`src/rtl/riscv_pkg.sv`:
```
// Shared branch-condition definitions: funct[11:8] codes used by both the
// branch detector and the flag unit, plus the flag unit's state encoding.
package riscv_pkg;

    // Branch funct[11:8] codes
    localparam logic [3:0] FN_BEQ = 4'b0000;
    localparam logic [3:0] FN_BNE = 4'b0001;
    localparam logic [3:0] FN_BCS = 4'b0010;
    localparam logic [3:0] FN_BCC = 4'b0011;
    localparam logic [3:0] FN_BAL = 4'b1110;

    // Flag unit control state
    typedef enum logic [1:0] {
        IDLE = 2'b00,
        BUSY = 2'b01,
        ERR  = 2'b10
    } flag_state_e;

    // True for branches whose outcome depends on the carry/zero flags.
    // BAL and any non-branch funct do not read the flags.
    function automatic logic is_flag_branch(input logic [3:0] funct);
        logic hit;
        hit = 1'b0;
        case (funct)
            FN_BEQ, FN_BNE, FN_BCS, FN_BCC: hit = 1'b1;
            default:                        hit = 1'b0;
        endcase
        return hit;
    endfunction

endpackage

```
`src/rtl/flag_pending_ctr.sv`:
```
// Saturating up/down counter of in-flight flag-setting ops. An issue and a
// writeback in the same cycle cancel. Stepping past either end holds the
// count and raises a one-cycle overflow/underflow pulse for the caller.
module flag_pending_ctr
    import riscv_pkg::*;
#(
    parameter int unsigned MAX_PENDING = 3,
    localparam int unsigned CW         = $clog2(MAX_PENDING + 1)
) (
    input  logic          clk,
    input  logic          rst_n,
    input  logic          inc,
    input  logic          dec,
    output logic [CW-1:0] count,
    output logic          overflow,
    output logic          underflow
);

    logic [CW-1:0] count_q;
    logic [CW-1:0] count_d;
    logic          step_up;
    logic          step_dn;

    // Decode net step and detect out-of-range moves before they happen
    always_comb begin
        step_up   = inc & ~dec;
        step_dn   = dec & ~inc;
        overflow  = step_up && (count_q == CW'(MAX_PENDING));
        underflow = step_dn && (count_q == '0);
        count_d   = count_q;
        if (step_up && !overflow) begin
            count_d = count_q + 1'b1;
        end else if (step_dn && !underflow) begin
            count_d = count_q - 1'b1;
        end
    end

    // Count register, cleared by reset so in-flight accounting is discarded
    always_ff @(posedge clk or negedge rst_n) begin
        if (!rst_n) begin
            count_q <= '0;
        end else begin
            count_q <= count_d;
        end
    end

    assign count = count_q;

endmodule

```
`src/rtl/branch_flag_unit.sv`:
```
// Producer side of the branch-condition interface. Holds the architectural
// carry/zero flags, drives complementary flag pairs to the condition decoder,
// forwards a same-cycle writeback, and holds off flag branches while older
// flag-setting ops are still in flight.
module branch_flag_unit
    import riscv_pkg::*;
#(
    parameter int unsigned WIDTH       = 16,
    parameter int unsigned MAX_PENDING = 3,
    localparam int unsigned CW         = $clog2(MAX_PENDING + 1)
) (
    input  logic             clk,
    input  logic             rst_n,
    input  logic             issue_fset,
    input  logic             wb_fset,
    input  logic             wb_carry,
    input  logic [WIDTH-1:0] wb_result,
    input  logic             br_valid,
    input  logic [3:0]       br_funct,
    output logic             br_ready,
    output logic             br_stall,
    output logic             C0,
    output logic             C1,
    output logic             Z0,
    output logic             Z1,
    output logic [CW-1:0]    pending,
    output logic             flag_err
);

    logic        carry_q;
    logic        zero_q;
    logic        wb_zero;
    logic        cur_carry;
    logic        cur_zero;
    logic        ctr_ovf;
    logic        ctr_unf;
    logic        proto_err;
    logic        flag_br;
    logic        fwd_ok;
    flag_state_e state_q;

    assign wb_zero   = (wb_result == {WIDTH{1'b0}});
    assign proto_err = ctr_ovf | ctr_unf;

    flag_pending_ctr #(
        .MAX_PENDING (MAX_PENDING)
    ) u_pending_ctr (
        .clk       (clk),
        .rst_n     (rst_n),
        .inc       (issue_fset),
        .dec       (wb_fset),
        .count     (pending),
        .overflow  (ctr_ovf),
        .underflow (ctr_unf)
    );

    // Architectural flags: loaded on every flag-setting writeback, even in ERR
    always_ff @(posedge clk or negedge rst_n) begin
        if (!rst_n) begin
            carry_q <= 1'b0;
            zero_q  <= 1'b0;
        end else if (wb_fset) begin
            carry_q <= wb_carry;
            zero_q  <= wb_zero;
        end
    end

    // Forward writeback flags in the same cycle so the branch sees them early
    always_comb begin
        cur_carry = carry_q;
        cur_zero  = zero_q;
        if (wb_fset) begin
            cur_carry = wb_carry;
            cur_zero  = wb_zero;
        end
        C1 = cur_carry;
        C0 = ~cur_carry;
        Z1 = cur_zero;
        Z0 = ~cur_zero;
    end

    // Control FSM with sticky error; ERR is left only through reset
    always_ff @(posedge clk or negedge rst_n) begin
        if (!rst_n) begin
            state_q  <= IDLE;
            flag_err <= 1'b0;
        end else begin
            if (proto_err) begin
                flag_err <= 1'b1;
            end
            unique case (state_q)
                IDLE: begin
                    if (proto_err) begin
                        state_q <= ERR;
                    end else if (issue_fset && !wb_fset) begin
                        state_q <= BUSY;
                    end
                end
                BUSY: begin
                    if (proto_err) begin
                        state_q <= ERR;
                    end else if ((pending == CW'(1)) && wb_fset && !issue_fset) begin
                        state_q <= IDLE;
                    end
                end
                ERR: begin
                    state_q <= ERR;
                end
                default: begin
                    state_q <= ERR;
                end
            endcase
        end
    end

    // Branch readiness: a same-cycle issue is younger than the branch, so only
    // the oldest outstanding op writing back now can make the flags current.
    always_comb begin
        flag_br  = is_flag_branch(br_funct);
        fwd_ok   = (pending == CW'(1)) && wb_fset;
        br_ready = 1'b1;
        if (flag_br) begin
            if (state_q == ERR) begin
                br_ready = 1'b0;
            end else begin
                br_ready = (pending == '0) || fwd_ok;
            end
        end
        br_stall = br_valid & ~br_ready;
    end

endmodule

```
`config.mk`:
```
export PLATFORM = sky130hd
export DESIGN_NAME = branch_flag_unit
export DESIGN_NICKNAME = d
export VERILOG_FILES = /design/src/rtl/riscv_pkg.sv /design/src/rtl/flag_pending_ctr.sv /design/src/rtl/branch_flag_unit.sv
export SDC_FILE = /design/constraint.sdc
export NUM_CORES = 1
export LEC_CHECK = 0
export BUFFER_PORTS_ARGS = -buffer_cell sky130_fd_sc_hd__buf_2
export CAP_MARGIN = 20
export CORE_AREA = 4 4 41 43
export CTS_CLUSTER_SIZE = 20
export DETAILED_ROUTE_END_ITERATION = 6
export DIE_AREA = 0 0 45 47
export PLACE_DENSITY = 0.7
export SLEW_MARGIN = 5
export SYNTH_ARGS = -nofsm -noshare
export SYNTH_HDL_FRONTEND = slang
export SYNTH_SLANG_ARGS = --single-unit
```
`constraint.sdc`:
```
create_clock -name clk -period 1.7 [get_ports clk]
set_input_delay 0.085 -clock clk [delete_from_list [all_inputs] [get_ports clk]]
set_output_delay 0.085 -clock clk [all_outputs]
set_load 0.01 [all_outputs]
```
## After elaboration in Yosys (flattened, before gate mapping)

Cells that the tools add are included.
Widths: inputs -> output; s select.

| storage, ports and cells | value |
|---|---|
| output and inout port bits | 9 |
| word-level logic and storage cells | 56 |
| bits of input ports | 26 |
| bits in registers | 7 |

| operators by class | value |
|---|---|
| bitwise operators | 9 |
| reductions and logical operators | 19 |
| add/subtract/negate cells | 2 |
| muxes and demuxes | 12 |
| eq/ne operators | 9 |

Operators with widths:

| kind | number |
|---|---|
| $logic_not 16->1 | 1 |
| $mux 2 | 6 |
| $eq 4x2->1 const B | 2 |
| $logic_and 1x1->1 | 7 |
| $ne 3x3->1 const B | 2 |
| $mux 1 | 5 |
| $not 1->1 | 5 |
| $eq 2x1->1 const B | 2 |
| $eq 2x2->1 const B | 2 |
| $eq 4x1->1 const B | 1 |
| $logic_not 1->1 | 4 |
| $logic_not 2->1 | 2 |
| $logic_not 4->1 | 1 |
| $pmux 2 s2 | 1 |
| $reduce_or 4->1 | 1 |
| $and 1x1->1 | 3 |
| $add 2x1->2 const B | 1 |
| $reduce_and 2->1 | 1 |
| $reduce_bool 2->1 | 1 |
| $sub 2x1->2 const B | 1 |
| $logic_or 1x1->1 | 1 |
| $or 1x1->1 | 1 |

## Depth between registers and ports, before layout

| depth | value |
|---|---|
| depth after elaboration | 7 |
| depth in mapped cells | 5 |
| mapped depth without buffers | 5 |

## Modules after synthesis

A second synthesis with hierarchy kept.

| second synthesis, totals | value |
|---|---|
| cell total of the unflattened synthesis | 41 |
| area total of the unflattened synthesis | 386.6 um^2 |

Modules (own cells, without submodules):

| module | area each (um^2) | instances | sequential area each (um^2) | cells an instance |
|---|---|---|---|---|
| branch_flag_unit | 259.0 | 1 | 125.1 | 27 |
| flag_pending_ctr | 127.6 | 1 | 50.0 | 14 |

## Worst setup path after synthesis

OpenSTA, ideal clock, no wires.

| path | value |
|---|---|
| kind | reg2reg |
| start point | reg u_pending_ctr.count_q[0] (netlist: u_pending_ctr.count[0]) |
| end point | reg state_q[1] |
| period minus slack after synthesis | 1.489 ns |
| arrival | 1.362 ns |
| required time | 1.573 ns |
| setup slack | 0.211 ns |
| buffers on the path | 0 |
| library setup time | 0.127 ns |
| cell stages (with the launch flop) | 6 |
| cell sequence | dfrtp_1 -> inv_1 -> ha_1 -> and3b_1 -> a31o_2 -> or2_2 |

| on the way | value |
|---|---|
| cells in the longest elaborated chain, start to end | 5 |
| elaborated cells between the ends (all ways) | 14 |
| classes of those cells | 4 x eq/ne; 3 x mux; 1 x bitwise; 6 x reduce/logical |

Ends and longest elaborated chain:

| item | RTL line | source |
|---|---|---|
| start, declared | flag_pending_ctr.sv:19 | `logic [CW-1:0] count_q;` |
| start signal, assigned | flag_pending_ctr.sv:43 | `count_q <= count_d;` |
| $eq 2x2->1, or another cell as far along | flag_pending_ctr.sv:28 | `overflow = step_up && (count_q == CW'(MAX_PENDING));` |
| $logic_and 1x1->1 (on tied branches) | flag_pending_ctr.sv:28, branch_flag_unit.sv:102, flag_pending_ctr.sv:29 |  |
| $or 1x1->1 or $logic_and 1x1->1 (tied branches) | branch_flag_unit.sv:43, branch_flag_unit.sv:102 |  |
| $mux 2, or another cell as far along | branch_flag_unit.sv:100 | `if (proto_err) begin` |
| $pmux 2 s2 or $reduce_and 2->1 (tied branches) | n/a |  |
| end signal, assigned | branch_flag_unit.sv:94 | `state_q <= ERR;` |
| end signal, assigned | branch_flag_unit.sv:101 | `state_q <= ERR;` |
| end signal, assigned | branch_flag_unit.sv:103 | `state_q <= IDLE;` |
| end, declared | branch_flag_unit.sv:40 | `flag_state_e state_q;` |

Several ways; a longest one is shown, not always the timed one.
A chain may end at the register's enable or synchronous reset.

## Worst setup path after layout

| path | value |
|---|---|
| start point | reg u_pending_ctr.count_q[0] (netlist: u_pending_ctr.count[0]) |
| end point | out br_stall |

| on the way | value |
|---|---|
| cells in the longest elaborated chain, start to end | 7 |
| elaborated cells between the ends (all ways) | 8 |
| classes of those cells | 1 x eq/ne; 2 x mux; 2 x bitwise; 3 x reduce/logical |

Ends and longest elaborated chain:

| item | RTL line | source |
|---|---|---|
| $eq 2x1->1 | branch_flag_unit.sv:120 | `fwd_ok = (pending == CW'(1)) && wb_fset;` |
| $logic_and 1x1->1 | branch_flag_unit.sv:120 |  |
| $logic_or 1x1->1 * | branch_flag_unit.sv:126 | `br_ready = (pending == '0) \|\| fwd_ok;` |
| $mux 1 * | branch_flag_unit.sv:123 | `if (state_q == ERR) begin` |
| $mux 1 * | branch_flag_unit.sv:122 | `if (flag_br) begin` |
| $not 1->1 * | branch_flag_unit.sv:129 | `br_stall = br_valid & ~br_ready;` |
| $and 1x1->1 * | branch_flag_unit.sv:129 |  |
| end, declared | branch_flag_unit.sv:21 | `output logic br_stall,` |

Mark *: on every way between the ends. The rest lies on a longest branch, timed or not.

==> flow_metrics.env <==
export IMPL_synth_edff_count=0
export IMPL_num_fill_cells=141
export IMPL_syn_area_um2=452
export IMPL_min_from="wb_carry"
export IMPL_seq_area_frac_synth=0.388
export IMPL_core_area_mm2=0.00130
export IMPL_synth_nets=79
export IMPL_final_max_slew_viol_count=0
export IMPL_crit_path_start_kind="flop"
export IMPL_vdd_drop_max_v=0.000657
export IMPL_clkTransAtPathRegs_ns=0.05
export IMPL_multi_input_area_um2=244
export IMPL_postRouteAntennaNets=0
export IMPL_vias=470
export IMPL_die_h_um=47
export IMPL_crit_type="reg -> out"
export IMPL_cts_root_buf="clkbuf_4"
export IMPL_p_comb_frac=0.438
export IMPL_route_detailed_drc=0
export IMPL_cp_max_fo=5
export IMPL_synthCells=50
export IMPL_rsz0062_at_grt="no"
export IMPL_nNetsFinal=116
export IMPL_timing_final_crit_share=0.942
export IMPL_grt_max_degree=11
export IMPL_cts_hold_buf=1
export IMPL_ioPinCount=35
export IMPL_cts_htree_levels=1
export IMPL_syn_area_per_cell_um2=9.03
export IMPL_rows=13
export IMPL_die_x_um=45
export IMPL_die_area_mm2=0.00212
export IMPL_seq_power_share=0.345
export IMPL_regArea_um2=175
export IMPL_hold_violations=0
export IMPL_setup_tns_ns=0
export IMPL_antenna_diode_count=0
export IMPL_cts_buffers=3
export IMPL_dp_hpwl_um=875
export IMPL_switching_share=0.342
export IMPL_grt_pass1_vias=402
export IMPL_floorplan_initialDensity=0.347
export IMPL_grt_pass1_wl_um=1650
export IMPL_clk_latency_ns=0.24
export IMPL_endpoint_kind="output port"
export IMPL_place_gp_congestion=0.643
export IMPL_synth_seq_cells=7
export IMPL_drt_iter0_drc=3
export IMPL_antenna_found_initial=0
export IMPL_portBuffers=32
export IMPL_viasPerCell=4.65
export IMPL_r2r_end="flag_err$_DFFE_PN0P_"
export IMPL_clock_tree_buffer_depth=2
export IMPL_relSlewSlack=0.783
export IMPL_area_growth_pct=47.1
export IMPL_worstPathArrival_ns=1.52
export IMPL_drt_pass1_iterations=4
export IMPL_clock_sinks=7
export IMPL_reg2reg_slack_ns=0.22
export IMPL_p_int_uw=436
export IMPL_tritoncts="done"
export IMPL_ys_warn_count=0
export IMPL_clkPwrFrac=0.217
export IMPL_gr_total_overflow=0
export IMPL_min_delay_path_depth=3
export IMPL_cp_required_ns=1.62
export IMPL_synthArstFlopShare=1.00
export IMPL_synth_flop_cell="dfrtp_1"
export IMPL_p_leak_nw=0.342
export IMPL_wl_per_cell_um=9.91
export IMPL_synth_distinct_cells=24
export IMPL_cts_resized_gates=0
export IMPL_worst_pin_slew_ns=0.317
export IMPL_drive_gt1_frac=0.453
export IMPL_power_density_mw_per_mm2=997
export IMPL_fin_crit_ns=1.60
export IMPL_r2r_cells=5
export IMPL_cts_setup_buffers=0
export IMPL_grt_usage=0.105
export IMPL_drv_cap=0
export IMPL_max_freq_ghz=0.625
export IMPL_setup_viol=0
export IMPL_switchingPower_uw=227
export IMPL_routed_wl_um=1000
export IMPL_hold_path_endpoint="carry_q$_DFF_PN0_"
export IMPL_final_util=0.511
export IMPL_status="complete, no violations"
export IMPL_r2r_start="u_pending_ctr.count[0]$_DFFE_PN0P_"
export IMPL_skew_ns=0.00179
export IMPL_min_path_type="in -> reg"
-- how the worst max path moves through the flow --
| stage | startpoint | to | slack [ns] | cells past startpoint |
|---|---|---|---|---|
| 3_5_place_dp | u_pending_ctr.count[0]$_DFFE_PN0P_ | u_pending_ctr.count[1]$_DFFE_PN0P_ | 0.22 | 5 |
| 2_1_floorplan | u_pending_ctr.count[0]$_DFFE_PN0P_ | state_q[1]$_DFFE_PN0P_ | 0.21 | 5 |
| 3_3_place_gp | u_pending_ctr.count[0]$_DFFE_PN0P_ | state_q[0]$_DFFE_PN0P_ | 0.20 | 5 |
| 6_report | u_pending_ctr.count[0]$_DFFE_PN0P_ | br_stall | 0.1 | 7 |
| 4_1_cts | u_pending_ctr.count[0]$_DFFE_PN0P_ | br_stall | 0.08 | 7 |
| 5_1_grt | u_pending_ctr.count[1]$_DFFE_PN0P_ | br_stall | 0.007 | 7 |
-- critical path, cell delays in order (launching register included) --
cell and delay, ns:
dfrtp_1 0.43, inv_1 0.07, ha_1 0.21, buf_4 0.15
a21oi_1 0.10, o21ai_0 0.10, nor2_1 0.09, buf_2 0.13
-- flip-flops by register name, summed over array words and instances, names as in the netlist --
signal               flops
state_q                  2
u_pending_ctr.count      2
carry_q                  1
flag_err                 1
zero_q                   1
-- power groups by stage --
| stage | combinational [mW] | sequential, mW | clock [mW] |
|---|---|---|---|
| 4_1_cts | 0.296 | 0.229 | 0.152 |
| 3_5_place_dp | 0.293 | 0.232 | 0 |
| 6_report | 0.290 | 0.228 | 0.144 |
| 3_3_place_gp | 0.286 | 0.231 | 0 |
| 2_1_floorplan | 0.179 | 0.238 | 0 |
| 5_1_grt | 0.327 | 0.234 | 0.162 |
-- stage by stage --
stage / std cells / setup slack (ns) / area, um^2 / hold WS, ns / total power [mW]
floorplan: 50 / 0.211 / 452 / -0.211 / 0.417
global placement: 96 / 0.198 / 628 / -0.0769 / 0.517
detailed placement: 96 / 0.225 / 628 / -0.0722 / 0.525
CTS: 101 / 0.0750 / 664 / 0.0884 / 0.677
global route: 101 / 0.00686 / 664 / 0.120 / 0.723
finish: 101 / 0.0991 / 664 / 0.0939 / 0.663
-- cell families after synthesis --
family / Yosys count / share of synthesized area
compound gates: 11 / 0.169
xor+xnor: 1 / 0.0194
fa+ha+maj: 3 / 0.0831
buf+inv: 8 / 0.0720
flops: 7 / 0.388
mux: 1 / 0.0222
simple gates: 19 / 0.247
-- cell type report --
class,count,area share
clock buffer,4,0.0395
multi-input combinational,35,0.367
inverter,6,0.0339
timing repair buffer,34,0.267
tap,15,0.0282
sequential,7,0.264
-- cell usage after synthesis (all sizes together), types with 2 or more instances --
library cell	instances	area [um^2]
nor3b	2	15.0
or3	2	12.5
nor2b	2	12.5
a21oi	2	10.0
inv	6	22.5
ha	3	37.5
or2	2	12.5
o21ai	3	15.0
nor3	2	10.0
dfrtp	7	175
nor4	2	12.5
buf	2	10.0
nor2	4	15.0
-- layout by cell type (no fill, tap or decap), types with 3 or more instances in the layout --
cell	n
clkbuf_4	3
inv_1	6
o21ai_0	3
dfrtp_1	7
nor2_1	4
buf_2	32
ha_1	3
-- routing by layer --
| layer | share of wire | global-route usage | wire length [um] | vias up |
|---|---|---|---|---|
| met1 | 0.45 | 0.142 | 446 | 197 |
| met5 | 0 | 0 | 0 | - |
| met4 | 0 | 0.0175 | 0 | 0 |
| li1 | - | - | - | 251 |
| met3 | 0.11 | 0.0383 | 106 | 0 |
| met2 | 0.45 | 0.164 | 448 | 22 |
No activity file was read; power rests on OpenSTA's default activity.
